## src/rtl/cpu_params_pkg.sv

```systemverilog
// Shared load/store constants: access size encodings, fault codes and the
// legality check used when a request is accepted.
package cpu_params_pkg;

  localparam int unsigned LS_ADDR_W = 32;

  localparam logic [2:0] SZ_BYTE = 3'd1;
  localparam logic [2:0] SZ_HALF = 3'd2;
  localparam logic [2:0] SZ_WORD = 3'd4;

  localparam int unsigned FAULT_MIS_BIT = 0;
  localparam int unsigned FAULT_BUS_BIT = 1;

  localparam logic [1:0] FAULT_NONE = 2'b00;
  localparam logic [1:0] FAULT_MIS  = 2'b01;
  localparam logic [1:0] FAULT_BUS  = 2'b10;

  // True when the size is supported and the address is naturally aligned for it.
  function automatic logic ls_legal(logic [2:0] size, logic [1:0] a);
    logic ok;
    ok = 1'b0;
    case (size)
      SZ_BYTE: ok = 1'b1;
      SZ_HALF: ok = ~a[0];
      SZ_WORD: ok = (a == 2'b00);
      default: ok = 1'b0;
    endcase
    return ok;
  endfunction

endpackage

```

## src/rtl/cpu_structs_pkg.sv

```systemverilog
// Load/store request record and controller state encoding.
package cpu_structs_pkg;

  import cpu_params_pkg::*;

  typedef struct packed {
    logic                 wr;
    logic [LS_ADDR_W-1:0] addr;
    logic [2:0]           size;
    logic                 mis;
    logic                 zero_ext;
    logic [31:0]          st_data;
  } ls_req_t;

  typedef enum logic [1:0] {IDLE, BUS, RESP} ls_state_t;

endpackage

```

## src/rtl/ls_lane_steer.sv

```systemverilog
// Byte-lane steering: byte enables and replicated write data for stores,
// extraction plus sign/zero extension for loads.
module ls_lane_steer
  import cpu_params_pkg::*;
(
  input  logic [1:0]  addr_i,
  input  logic [2:0]  size_i,
  input  logic        zero_ext_i,
  input  logic [31:0] st_data_i,
  input  logic [31:0] rdata_i,
  output logic [3:0]  be_o,
  output logic [31:0] wdata_o,
  output logic [31:0] ld_data_o
);

  logic [31:0] shifted;
  logic        unused_shift;

  always_comb begin
    be_o    = 4'b0000;
    wdata_o = st_data_i;
    case (size_i)
      SZ_BYTE: begin
        be_o    = 4'b0001 << addr_i;
        wdata_o = {4{st_data_i[7:0]}};
      end
      SZ_HALF: begin
        be_o    = 4'b0011 << addr_i;
        wdata_o = {2{st_data_i[15:0]}};
      end
      SZ_WORD: be_o = 4'b1111;
      default: ;
    endcase
  end

  // Move the addressed lane down to bit 0 before extending.
  always_comb begin
    shifted   = rdata_i >> {addr_i, 3'b000};
    ld_data_o = rdata_i;
    case (size_i)
      SZ_BYTE: ld_data_o = {{24{~zero_ext_i & shifted[7]}}, shifted[7:0]};
      SZ_HALF: ld_data_o = {{16{~zero_ext_i & shifted[15]}}, shifted[15:0]};
      default: ;
    endcase
  end

  assign unused_shift = ^shifted[31:16];

endmodule

```

## src/rtl/ls_mem_ctrl.sv

```systemverilog
// MEM-stage load/store controller driving a single-outstanding req/ack data bus.
// Optional bus watchdog enabled by defining LS_BUS_TIMEOUT_EN.
module ls_mem_ctrl
  import cpu_params_pkg::*;
  import cpu_structs_pkg::*;
#(
  parameter int unsigned ADDR_W         = 32,
  parameter int unsigned DATA_W         = 32,
  parameter int unsigned TIMEOUT_CYCLES = 64
) (
  input  logic              clk_in,
  input  logic              reset_in,
  input  logic              req_valid,
  output logic              req_ready,
  input  logic              req_wr,
  input  logic [ADDR_W-1:0] req_addr,
  input  logic [2:0]        req_size,
  input  logic              req_mis,
  input  logic              req_zero_ext,
  input  logic [31:0]       req_st_data,
  output logic              rsp_valid,
  input  logic              rsp_ready,
  output logic [31:0]       rsp_ld_data,
  output logic [1:0]        rsp_fault,
  output logic              dbus_req,
  output logic              dbus_rw,
  output logic [ADDR_W-1:0] dbus_addr,
  output logic [3:0]        dbus_be,
  output logic [DATA_W-1:0] dbus_wdata,
  input  logic              dbus_ack,
  input  logic              dbus_err,
  input  logic [DATA_W-1:0] dbus_rdata
);

  ls_state_t   state_q, state_d;
  ls_req_t     req_q, req_d;
  logic        dbus_req_q, dbus_req_d;
  logic [31:0] rsp_ld_data_q, rsp_ld_data_d;
  logic [1:0]  rsp_fault_q, rsp_fault_d;

  logic [3:0]  steer_be;
  logic [31:0] steer_wdata;
  logic [31:0] steer_ld_data;
  logic        unused_mis;

`ifdef LS_BUS_TIMEOUT_EN
  localparam int unsigned CntW = (TIMEOUT_CYCLES > 2) ? $clog2(TIMEOUT_CYCLES) : 1;
  logic [CntW-1:0] cnt_q, cnt_d;
  logic            timeout;
  assign timeout = (cnt_q == CntW'(TIMEOUT_CYCLES - 1));
`endif

  ls_lane_steer u_lane_steer (
    .addr_i     (req_q.addr[1:0]),
    .size_i     (req_q.size),
    .zero_ext_i (req_q.zero_ext),
    .st_data_i  (req_q.st_data),
    .rdata_i    (32'(dbus_rdata)),
    .be_o       (steer_be),
    .wdata_o    (steer_wdata),
    .ld_data_o  (steer_ld_data)
  );

  always_comb begin
    state_d       = state_q;
    req_d         = req_q;
    dbus_req_d    = dbus_req_q;
    rsp_ld_data_d = rsp_ld_data_q;
    rsp_fault_d   = rsp_fault_q;
`ifdef LS_BUS_TIMEOUT_EN
    cnt_d         = cnt_q;
`endif
    unique case (state_q)
      IDLE: begin
`ifdef LS_BUS_TIMEOUT_EN
        cnt_d = '0;
`endif
        if (req_valid) begin
          req_d.wr       = req_wr;
          req_d.addr     = LS_ADDR_W'(req_addr);
          req_d.size     = req_size;
          req_d.mis      = req_mis;
          req_d.zero_ext = req_zero_ext;
          req_d.st_data  = req_st_data;
          if (!req_mis && ls_legal(req_size, req_addr[1:0])) begin
            state_d    = BUS;
            dbus_req_d = 1'b1;
          end else begin
            state_d       = RESP;
            rsp_fault_d   = FAULT_MIS;
            rsp_ld_data_d = '0;
          end
        end
      end
      BUS: begin
        if (dbus_err) begin
          state_d       = RESP;
          dbus_req_d    = 1'b0;
          rsp_fault_d   = FAULT_BUS;
          rsp_ld_data_d = '0;
        end else if (dbus_ack) begin
          state_d       = RESP;
          dbus_req_d    = 1'b0;
          rsp_fault_d   = FAULT_NONE;
          rsp_ld_data_d = req_q.wr ? '0 : steer_ld_data;
`ifdef LS_BUS_TIMEOUT_EN
        end else if (timeout) begin
          state_d       = RESP;
          dbus_req_d    = 1'b0;
          rsp_fault_d   = FAULT_BUS;
          rsp_ld_data_d = '0;
        end else begin
          cnt_d = cnt_q + 1'b1;
`endif
        end
      end
      RESP: begin
        if (rsp_ready) begin
          state_d       = IDLE;
          rsp_fault_d   = FAULT_NONE;
          rsp_ld_data_d = '0;
        end
      end
      default: state_d = IDLE;
    endcase
  end

  always_ff @(posedge clk_in) begin
    if (reset_in) begin
      state_q       <= IDLE;
      req_q         <= '0;
      dbus_req_q    <= 1'b0;
      rsp_ld_data_q <= '0;
      rsp_fault_q   <= FAULT_NONE;
    end else begin
      state_q       <= state_d;
      req_q         <= req_d;
      dbus_req_q    <= dbus_req_d;
      rsp_ld_data_q <= rsp_ld_data_d;
      rsp_fault_q   <= rsp_fault_d;
    end
  end

`ifdef LS_BUS_TIMEOUT_EN
  always_ff @(posedge clk_in) begin
    if (reset_in) begin
      cnt_q <= '0;
    end else begin
      cnt_q <= cnt_d;
    end
  end
`endif

  // Bus fields come straight from the captured request, so they stay stable while
  // dbus_req is high and read as zero otherwise.
  assign dbus_req   = dbus_req_q;
  assign dbus_rw    = dbus_req_q & req_q.wr;
  assign dbus_addr  = dbus_req_q ? ADDR_W'({req_q.addr[LS_ADDR_W-1:2], 2'b00}) : '0;
  assign dbus_be    = dbus_req_q ? steer_be : 4'b0000;
  assign dbus_wdata = dbus_req_q ? DATA_W'(steer_wdata) : '0;

  assign req_ready   = (state_q == IDLE);
  assign rsp_valid   = (state_q == RESP);
  assign rsp_ld_data = rsp_ld_data_q;
  assign rsp_fault   = rsp_fault_q;

  assign unused_mis = req_q.mis;

endmodule

```

## config.mk

```make
export PLATFORM = sky130hd
export DESIGN_NAME = ls_mem_ctrl
export DESIGN_NICKNAME = d
export VERILOG_FILES = /design/src/rtl/cpu_params_pkg.sv /design/src/rtl/cpu_structs_pkg.sv /design/src/rtl/ls_lane_steer.sv /design/src/rtl/ls_mem_ctrl.sv
export SDC_FILE = /design/constraint.sdc
export NUM_CORES = 1
export LEC_CHECK = 0
export CORE_UTILIZATION = 45
export DETAILED_ROUTE_END_ITERATION = 6
export HOLD_SLACK_MARGIN = 0.03
export PLACE_DENSITY = 0.83
export RECOVER_POWER = 50
export REMOVE_ABC_BUFFERS = 1
export SYNTH_ARGS = -nofsm -noshare
export SYNTH_HDL_FRONTEND = slang
export SYNTH_SLANG_ARGS = --single-unit
```

## constraint.sdc

```tcl
create_clock -name clk_in -period 3.64 [get_ports clk_in]
set_clock_uncertainty 0.1 [all_clocks]
set_input_delay 0.91 -clock clk_in [delete_from_list [all_inputs] [get_ports clk_in]]
set_output_delay 0.91 -clock clk_in [all_outputs]
set_load 0.05 [all_outputs]
```

==> summary.txt, run 1 <==
Status
  • Outcome: completed

STA
  • Final hold vios: 0
  • Worst-Margin Slew: 1.360 ns
  • Setup violators final: 0
  • Min Tclk post-route: 3.407 ns
  • Hold Slack: 0.3527 ns
  • Period utilisation layout: 93.60%
  • Setup tns final: 0 ns
  • RSZ-0062 raised after global routing: false
  • Max-slew violations: 0
  • Slew headroom: 9.265%
  • Fmax: 293.5 MHz
  • Fin worst setup slack: 0.2328 ns

Synth
  • Synthesized instance count: 685
  • FFs w/ async S/R, synth: 0%
  • Yosys reg bits: 106
  • Synth Area per Inst: 7.677 µm²
  • Cell taking the most area after synthesis: dfxtp_1
  • Netlist cell types: 52
  • Yosys synthesis warning count: 0
  • Cell area after synthesis: 0.005259 mm²
  • Top post-synthesis cells by area: dfxtp_1 (40%), nand2_1 (14%), a21oi_1 (10%)
  • EDFF count, synth: 0
  • Primary FF master, synth: dfxtp_1
  • Top-area cell type share of the netlist area: 40.35%
  • Post-synthesis sequential area ratio: 40.35%

Setup path
  • CP Capture Type: output port
  • Worst EP required: 2.63 ns
  • Crit Path Max Fanout: 23
  • Cell count along the critical path: 3
  • CP arrival: 2.40 ns
  • Cell family with most CP delay: buffers and inverters
  • Slowest stage delay, CP: 0.83 ns
  • Crit path launch type: flip-flop
  • Crit-path cells: clkbuf_1 > and2_1 > clkdlybuf4s50_1
  • CP max-delay cell: clkdlybuf4s50_1
  • Crit Path Class: flip-flop to output port
  • CP bufs+invs: 2
  • Worst reg2reg path depth: 6

Placed design
  • Placer Congestion: 0.8724
  • PortBufs: 211
  • Detail Placement HPWL: 12.10 mm
  • Dpl cells: 999
  • Pre-CTS setup slack: 0.5706 ns

Detailed routing
  • Final antenna-violating net count: 0
  • Wire length per cell: 16.63 µm
  • Initial drt markers: 368
  • DRC viols: 0
  • First-pass DRT Iterations: 5
  • Total number of vias: 5674
  • Post-Route WL: 16.86 mm
  • DR vias/cell: 5.596

GRT
  • Gr usage total: 27.52%
  • Number of global-route vias before repair: 5440
  • Largest net degree at the start of global routing: 52
  • Initial antenna violation count: 0
  • GRT overflow: 0
  • Global-route wire length before repair: 25.82 mm

CTS
  • TritonCTS clock tree: yes
  • # resized after CTS: 0
  • TritonCTS buffer count: 9
  • Postcts setup bufs: 0
  • CTS Root Cell: clkbuf_16
  • Clk pin slew, worst setup/hold paths: 0.07 ns
  • CTS Hold Buffers Added: 0
  • Clock Latency Late Sink: 0.34 ns
  • Clock Sinks: 106
  • CTS H-Tree Depth: 3
  • Longest Clk Path Bufs: 2

Worst hold path
  • Worst min path class: flip-flop to flip-flop
  • Min-Delay Path Depth: 2

Floorplan
  • Starting Density: 46.06%
  • Die area: 0.01212 mm²
  • Core Region: 0.01142 mm²
  • Die X: 110.1 µm
  • Row count: 39
  • Die height: 110.1 µm
  • Number of I/O pins: 214

Final layout
  • Commonest non-fill, non-tap cells in the layout: nand2_1 (193), clkdlybuf4s50_1 (148), dfxtp_1 (106)
  • Share of cells above drive strength 1: 8.037%
  • Final nets: 979
  • Post-layout util: 69.52%
  • Commonest non-fill, non-tap cell in the layout: nand2_1
  • # fillers: 928
  • Final non-filler cell total: 1014
  • Ant. Diodes: 0
  • P&R area growth vs syn: 50.94%

Pwr
  • Cell Pwr Density: 380.9 mW/mm²
  • Leakage power: 0.003011 µW
  • Maximum vdd drop: 0.2550 mV

Job
  • MaxCap Viol Count: 0
-- sequential cells by signal, summed over array words and instances (netlist names) --
| register | flops |
|---|---|
| state_q | 2 |
| rsp_ld_data | 32 |
| req_q | 69 |
| rsp_fault | 2 |
| dbus_req | 1 |
-- synth_stat cells, types with 2 or more instances --
library cell	n
a32o_1	21
nand2b_1	7
buf_4	5
o211ai_1	2
or3b_1	2
clkbuf_1	35
nand3_1	3
o22ai_1	3
nor2_1	23
and2_1	40
inv_1	5
a2bb2oi_1	2
o21ai_1	2
nor2b_1	5
a21oi_1	105
nor2_2	2
a31oi_1	10
ha_1	4
or3_1	17
buf_1	3
mux2i_1	10
buf_2	9
nand2_1	194
a211o_1	7
a22o_1	13
nor3b_4	2
and3_1	2
o21a_1	2
o21ai_0	9
nor3b_1	7
a21oi_2	2
a211oi_1	4
dfxtp_1	106
buf_6	4
-- power breakdown --
group / internal, µW / switching [µW] / total, µW / leakage (µW)
combinational: 298 / 436 / 734 / 0.00200
clock: 599 / 411 / 1010 / 0.000147
sequential: 1230 / 49.9 / 1280 / 0.000865
-- worst paths after layout --
path                            from                      to  slack, ns
max            dbus_req$_SDFFE_PP0P_           dbus_addr[19]       0.23
max reg2reg  state_q[0]$_SDFFE_PP0P_  req_q[14]$_SDFFE_PP0P_       0.75
min reg2reg   req_q[52]$_SDFFE_PP0P_  req_q[52]$_SDFFE_PP0P_       0.35
min           req_q[52]$_SDFFE_PP0P_  req_q[52]$_SDFFE_PP0P_       0.35
-- stage by stage --
step           power (µW)  cell area [µm²]
3_3_place_gp         2020             7659
2_1_floorplan        1696             4987
5_1_grt              3151             7938
3_5_place_dp         2039             7659
4_1_cts              3040             7960
6_report             3023             7938
-- per-layer routing --
layer	share of wire, %	global-route usage, %	routed length [µm]	vias to the layer above
met3	11	8.936	1911	33
met4	1.5	8.835	259	0
met5	0	0	0	-
li1	-	-	-	2698
met1	38	31.02	6350	2616
met2	49	48.97	8339	327
-- cell families after synthesis --
| group | share of synthesized area [%] |
|---|---|
| compound gates | 23.13 |
| fa+ha+maj | 0.9517 |
| buf+inv | 5.734 |
| flops | 40.35 |
| mux | 1.903 |
| other cells | 0.07131 |
| simple gates | 27.86 |
-- area by class of cell --
cell class / instances / area [µm²] / area share (%)
Inverter: 7 / 26.28 / 0.3310
Timing Repair Buffer: 227 / 2471 / 31.13
Multi-Input combinational cell: 516 / 2838 / 35.75
Clock buffer: 12 / 236.5 / 2.979
Tap cell: 143 / 178.9 / 2.254
Sequential cell: 106 / 2122 / 26.73
Clock inverter: 3 / 65.06 / 0.8197
-- worst min-delay path: stages, from the launching register on --
cell     delay (ns)
dfxtp_1        0.31
nand2_1        0.05
a21oi_1        0.05
Note: power is estimated with default switching activity, not from simulation.
==> run 2, diff against run 1 <==
--- a/config.mk
+++ b/config.mk
@@ -7,6 +7,7 @@
 export LEC_CHECK = 0
 export CORE_UTILIZATION = 45
 export DETAILED_ROUTE_END_ITERATION = 6
+export GPL_TIMING_DRIVEN = 0
 export HOLD_SLACK_MARGIN = 0.03
 export PLACE_DENSITY = 0.83
 export RECOVER_POWER = 50
==> summary.txt, run 2 (synthesized netlist as in run 1, its figures left out) <==
STA
  • Fin worst setup slack: 0.1058 ns (was 0.2328 ns)
  • Min Tclk post-route: 3.534 ns (was 3.407 ns)
  • Slew headroom: -17.84% (was 9.265%)
  • Hold Slack: 0.3515 ns (was 0.3527 ns)
  • Setup violators final: 0 (unchanged)
  • Fmax: 283.0 MHz (was 293.5 MHz)
  • Period utilisation layout: 97.09% (was 93.60%)
  • Max-slew violations: 32 (was 0)
  • Worst-Margin Slew: 1.767 ns (was 1.360 ns)
  • Final hold vios: 0 (unchanged)
  • RSZ-0062 raised after global routing: false (unchanged)

Status
  • Failing checks: capacitance limit, slew limit
  • Outcome: finished, violations left (was completed)

Floorplan
  • Die height: 110.1 µm (unchanged)
  • Starting Density: 46.06% (unchanged)
  • Row count: 39 (unchanged)
  • Number of I/O pins: 214 (unchanged)
  • Die X: 110.1 µm (unchanged)
  • Die area: 0.01212 mm² (unchanged)
  • Core Region: 0.01142 mm² (unchanged)

Setup path
  • Crit Path Max Fanout: 11 (was 23)
  • CP Capture Type: output port (unchanged)
  • Worst R2R Start: state_q[0]$_SDFFE_PP0P_ (unchanged)
  • Crit path launch type: flip-flop (unchanged)
  • Worst Setup SP: req_q[34]$_SDFFE_PP0P_ (was dbus_req$_SDFFE_PP0P_)
  • Critical R2R Capture: req_q[60]$_SDFFE_PP0P_ (was req_q[14]$_SDFFE_PP0P_)
  • Crit Path Class: flip-flop to output port (unchanged)
  • CP arrival: 2.52 ns (was 2.40 ns)
  • Worst EP required: 2.63 ns (about the same)
  • Worst reg2reg path depth: 6 (unchanged)
  • R2r setup slk: 0.82 ns (was 0.75 ns)

Placed design
  • Pre-CTS setup slack: -1.040 ns (was 0.5706 ns)
  • Detail Placement HPWL: 11.34 mm (was 12.10 mm)
  • PortBufs: 211 (unchanged)
  • Placer Congestion: 0.8356 (was 0.8724)

Detailed routing
  • Final antenna-violating net count: 0 (unchanged)
  • DR vias/cell: 5.546 (was 5.596)
  • DRC viols: 0 (unchanged)
  • Initial drt markers: 362 (was 368)
  • First-pass DRT Iterations: 5 (unchanged)
  • DR top layer: met4 (unchanged)
  • WL met2: 8.103 mm (was 8.339 mm)
  • Post-Route WL: 16.86 mm (about the same)
  • Wire length on met3: 1.763 mm (was 1.911 mm)
  • Post-Route M1 WL: 6.622 mm (was 6.350 mm)
  • Total number of vias: 5601 (was 5674)
  • Wire length per cell: 16.70 µm (was 16.63 µm)

CTS
  • CTS H-Tree Depth: 3 (unchanged)
  • TritonCTS buffer count: 9 (unchanged)
  • CTS Root Cell: clkbuf_16 (unchanged)
  • Clk pin slew, worst setup/hold paths: 0.07 ns (about the same)
  • TritonCTS clock tree: yes (unchanged)
  • Longest Clk Path Bufs: 2 (unchanged)
  • Clock Latency Late Sink: 0.34 ns (about the same)
  • Clock Sinks: 106 (unchanged)

GRT
  • Number of global-route vias before repair: 5304 (was 5440)
  • Global-route wire length before repair: 25.99 mm (was 25.82 mm)
  • Initial antenna violation count: 0 (unchanged)
  • Largest net degree at the start of global routing: 53 (was 52)
  • GRT overflow: 0 (unchanged)
  • Gr usage total: 27.62% (was 27.52%)

Worst hold path
  • Min-Delay Path Depth: 2 (unchanged)
  • Hold path startpoint: req_q[55]$_SDFFE_PP0P_ (was req_q[52]$_SDFFE_PP0P_)
  • Hold Path End: req_q[55]$_SDFFE_PP0P_ (was req_q[52]$_SDFFE_PP0P_)
  • Worst min path class: flip-flop to flip-flop (unchanged)

Final layout
  • Commonest non-fill, non-tap cell in the layout: nand2_1 (unchanged)
  • Share of cells above drive strength 1: 6.228% (was 8.037%)
  • Final nets: 975 (was 979)
  • P&R area growth vs syn: 46.97% (was 50.94%)
  • Commonest non-fill, non-tap cells in the layout: nand2_1 (193), clkdlybuf4s50_1 (157), a21oi_1 (105) (was nand2_1 (193), clkdlybuf4s50_1 (148), dfxtp_1 (106))
  • Ant. Diodes: 0 (unchanged)
  • Most flop-heavy register: req_q (unchanged)
  • Max reg flops: 69 (unchanged)

Pwr
  • Cell Pwr Density: 384.8 mW/mm² (was 380.9 mW/mm²)
  • Leakage power: 0.002995 µW (was 0.003011 µW)
  • Maximum vdd drop: 0.2215 mV (was 0.2550 mV)

Job
  • MaxCap Viol Count: 1 (was 0)
-- run 2: power by group --
| group | leakage (µW) | internal [µW] | total, µW | switching (µW) |
|---|---|---|---|---|
| Sequential | 0.000867 | 1230 | 1300 | 73.2 |
| Combinational | 0.00199 | 289 | 705 | 415 |
| Clock | 0.000142 | 547 | 967 | 420 |
-- run 2: final cells by class --
type	instances	area, µm²
Clock buffer	12	246.5
Clock inverter	3	40.04
Fill cell	959	3690
Inverter	7	28.78
Multi-Input combinational cell	519	2892
Sequential cell	106	2131
Tap cell	143	178.9
Timing Repair Buffer	220	2212
-- run 2: worst max-delay path, stage by stage (launching register included) --
cell and delay, ns:
dfxtp_1 0.59, nor3b_4 0.27, buf_4 0.23, nand2_1 0.10, a21oi_1 0.16, clkdlybuf4s50_1 0.82
-- run 2: worst max path at each step --
stage	endpoint	slack, ns	depth (start not counted)
3_3_place_gp	rsp_ld_data[23]$_SDFFE_PP0P_	-2.08	3
3_5_place_dp	dbus_wdata[28]	-1.04	3
6_report	dbus_wdata[12]	0.11	5
2_1_floorplan	dbus_wdata[24]	-0.18	2
5_1_grt	dbus_wdata[10]	0.009	5
4_1_cts	dbus_be[1]	0.02	3
-- run 2: stage by stage --
stage | std cells | area [µm²] | utilization (%) | total power (µW) | TNS (ns)
floorplan | 629 | 4987 | - | 1696 | -3.668
global placement | 983 | 7278 | 63.74 | 1984 | -95.85
detailed placement | 987 | 7357 | 64.43 | 2012 | -24.68
CTS | 1010 | 7732 | 67.72 | 2981 | 0
global route | 1010 | 7729 | 67.69 | 3101 | 0
finish | 1010 | 7729 | 67.69 | 2974 | 0
-- run 2: layer usage --
layer  GRT usage, %  up-vias
li1               -     2702
met1          30.99     2598
met2          48.84      268
met3          8.407       33
met4          10.81        0
met5              0        -
-- run 2: what timing repair did --
item                                    CTS  global route
endpoints found under the hold margin     0             0
pin swaps                                 1             0
setup buffers                             5             0
gates resized for setup                  39            11
hold buffers                              0             0
gates cloned                              3             0
endpoints found under the setup margin   67            16
==> run 3, diff against run 2 <==
--- a/config.mk
+++ b/config.mk
@@ -5,6 +5,7 @@
 export SDC_FILE = /design/constraint.sdc
 export NUM_CORES = 1
 export LEC_CHECK = 0
+export CORE_ASPECT_RATIO = 1.5
 export CORE_UTILIZATION = 45
 export DETAILED_ROUTE_END_ITERATION = 6
 export GPL_TIMING_DRIVEN = 0
==> summary.txt, run 3 (synthesized netlist as in run 1, its figures left out) <==
Floorplan
  • Number of I/O pins: 214 (unchanged)
  • Die area: 0.01213 mm² (was 0.01212 mm²)
  • Starting Density: 45.84% (was 46.06%)
  • Row count: 48 (was 39)
  • Die X: 90.27 µm (was 110.1 µm)
  • Core Region: 0.01147 mm² (was 0.01142 mm²)
  • Die height: 134.4 µm (was 110.1 µm)

CTS
  • CTS H-Tree Depth: 3 (unchanged)
  • Clock Latency Late Sink: 0.34 ns (about the same)
  • Longest Clk Path Bufs: 2 (unchanged)
  • TritonCTS buffer count: 9 (unchanged)
  • CTS Root Cell: clkbuf_16 (unchanged)
  • TritonCTS clock tree: yes (unchanged)
  • Clock Sinks: 106 (unchanged)
  • Clk pin slew, worst setup/hold paths: 0.07 ns (about the same)

Setup path
  • CP max-delay cell: clkdlybuf4s50_1 (unchanged)
  • Cell family with most CP delay: buffers and inverters (unchanged)
  • Crit Path Max Fanout: 11 (unchanged)
  • Worst reg2reg path depth: 6 (unchanged)
  • CP Capture Type: output port (unchanged)
  • Crit-path cells: nor3b_4 > buf_4 > nand2_1 > a21oi_1 > clkdlybuf4s50_1 (unchanged)
  • Crit path to: dbus_wdata[13] (was dbus_wdata[12])
  • Critical R2R Capture: req_q[58]$_SDFFE_PP0P_ (was req_q[60]$_SDFFE_PP0P_)
  • Worst Setup SP: req_q[34]$_SDFFE_PP0P_ (unchanged)
  • Worst R2R Start: state_q[1]$_SDFFE_PP0P_ (was state_q[0]$_SDFFE_PP0P_)
  • Worst EP required: 2.63 ns (about the same)
  • Cell count along the critical path: 5 (unchanged)
  • CP arrival: 2.50 ns (was 2.52 ns)
  • Slowest stage delay, CP: 0.84 ns (was 0.82 ns)
  • Crit path launch type: flip-flop (unchanged)
  • R2r setup slk: 0.76 ns (was 0.82 ns)
  • CP bufs+invs: 2 (unchanged)
  • Crit Path Class: flip-flop to output port (unchanged)

STA
  • Fmax: 284.7 MHz (was 283.0 MHz)
  • Setup tns final: 0 ns (unchanged)
  • Min Tclk post-route: 3.512 ns (was 3.534 ns)
  • Hold Slack: 0.3535 ns (was 0.3515 ns)
  • Worst-Margin Slew: 1.849 ns (was 1.767 ns)
  • Slew headroom: -23.33% (was -17.84%)
  • Max-slew violations: 32 (unchanged)
  • Final hold vios: 0 (unchanged)
  • Period utilisation layout: 96.49% (was 97.09%)
  • Setup violators final: 0 (unchanged)

GRT
  • Number of global-route vias before repair: 5606 (was 5304)
  • Initial antenna violation count: 0 (unchanged)
  • GRT overflow: 0 (unchanged)
  • Met3 GRT Util: 5.896% (was 8.407%)
  • Global Route met1 Usage: 29.13% (was 30.99%)
  • Gr usage total: 27.70% (was 27.62%)
  • GRT Max-Usage Layer: met2 (unchanged)
  • Largest net degree at the start of global routing: 50 (was 53)
  • Global-route wire length before repair: 26.97 mm (was 25.99 mm)
  • Met2 usage: 51.78% (was 48.84%)

Status
  • Failing checks: capacitance limit, slew limit (unchanged)
  • Outcome: finished, violations left (unchanged)

Placed design
  • Detail Placement HPWL: 11.67 mm (was 11.34 mm)
  • PortBufs: 211 (unchanged)
  • Area post-placement: 0.007366 mm² (was 0.007357 mm²)
  • Placer Congestion: 0.8863 (was 0.8356)

Final layout
  • Max reg flops: 69 (unchanged)
  • # fillers: 970 (was 959)
  • Reg area: 0.002127 mm² (was 0.002131 mm²)
  • Ant. Diodes: 0 (unchanged)
  • Most flop-heavy register: req_q (unchanged)
  • Finished Cell Area: 0.007772 mm² (was 0.007729 mm²)
  • Post-layout util: 67.76% (was 67.69%)
  • P&R area growth vs syn: 47.80% (was 46.97%)
  • Share of cells above drive strength 1: 6.552% (was 6.228%)
  • Commonest non-fill, non-tap cell in the layout: nand2_1 (unchanged)
  • Final nets: 977 (was 975)
  • Commonest non-fill, non-tap cells in the layout: nand2_1 (193), clkdlybuf4s50_1 (156), a21oi_1 (105) (was nand2_1 (193), clkdlybuf4s50_1 (157), a21oi_1 (105))
  • Multi-input logic area: 0.002892 mm² (unchanged)

Pwr
  • Maximum vdd drop: 0.2708 mV (was 0.2215 mV)
  • Leakage power: 0.003030 µW (was 0.002995 µW)
  • Cell Pwr Density: 381.2 mW/mm² (was 384.8 mW/mm²)

Detailed routing
  • Post-Route WL: 17.06 mm (was 16.86 mm)
  • DRC viols: 0 (unchanged)
  • Total number of vias: 5661 (was 5601)
  • Final antenna-violating net count: 0 (unchanged)
  • Wire length per cell: 16.72 µm (was 16.70 µm)
  • DR vias/cell: 5.550 (was 5.546)
  • Initial drt markers: 241 (was 362)
  • First-pass DRT Iterations: 5 (unchanged)

Job
  • MaxCap Viol Count: 1 (unchanged)

Worst hold path
  • Worst min path class: flip-flop to flip-flop (unchanged)
run 3: tightest hold or removal path: cells and delay by family, from the launching register on:
family / cells / cell delay, ns
AO/OA/AOI/OAI: 1 / 0.05
flip-flops: 1 / 0.31
AND/OR/NAND/NOR: 1 / 0.05
run 3: layer usage:
| metal | part of all wire [%] | wire length (µm) |
|---|---|---|
| met1 | 38 | 6443 |
| met4 | 3.6 | 609 |
| met3 | 6.2 | 1050 |
| met5 | 0 | 0 |
| met2 | 52 | 8954 |
run 3: cell type report:
| cell class | instances | share of cell area, % |
|---|---|---|
| tap | 150 | 2.415 |
| multi-input combinational | 519 | 37.20 |
| inverter | 7 | 0.3703 |
| timing repair buffer | 222 | 28.88 |
| clock inverter | 3 | 0.2898 |
| sequential | 106 | 27.37 |
| clock buffer | 13 | 3.477 |
run 3: where the power goes:
| group | leakage (µW) | internal (µW) | switching [µW] | total, µW |
|---|---|---|---|---|
| combinational | 0.00203 | 292 | 419 | 712 |
| sequential | 0.000866 | 1230 | 73.2 | 1300 |
| clock | 0.000134 | 521 | 428 | 949 |
| total | 0.00303 | 2040 | 920 | 2960 |
run 3: per-stage QoR:
step	std cells	total power [µW]	worst slack, ns
2_1_floorplan	629	1696	-0.1838
4_1_cts	1020	2976	0.01974
5_1_grt	1020	3095	-0.002702
6_report	1020	2963	0.1278
3_5_place_dp	994	2015	-1.165
3_3_place_gp	990	1983	-2.115
run 3: worst min-delay path by stage:
stage	start	depth (start not counted)	end	slack (ns)
after global placement	req_q[40]$_SDFFE_PP0P_	2	req_q[40]$_SDFFE_PP0P_	0.34
after floorplan	req_q[39]$_SDFFE_PP0P_	2	req_q[39]$_SDFFE_PP0P_	0.33
after detailed placement	req_q[62]$_SDFFE_PP0P_	2	req_q[62]$_SDFFE_PP0P_	0.35
final	req_q[55]$_SDFFE_PP0P_	2	req_q[55]$_SDFFE_PP0P_	0.35
after global routing	req_q[41]$_SDFFE_PP0P_	2	req_q[41]$_SDFFE_PP0P_	0.37
after CTS	req_q[62]$_SDFFE_PP0P_	2	req_q[62]$_SDFFE_PP0P_	0.35
run 3: what timing repair did:
| action | in CTS | in global routing |
|---|---|---|
| resized for setup | 43 | 8 |
| endpoints found under the setup margin | 68 | 20 |
| hold buffers | 0 | 0 |
| gates cloned | 3 | 0 |
| hold endpoints to repair | 0 | 0 |
| buffers inserted | 7 | 0 |
| pin swaps | 1 | 0 |
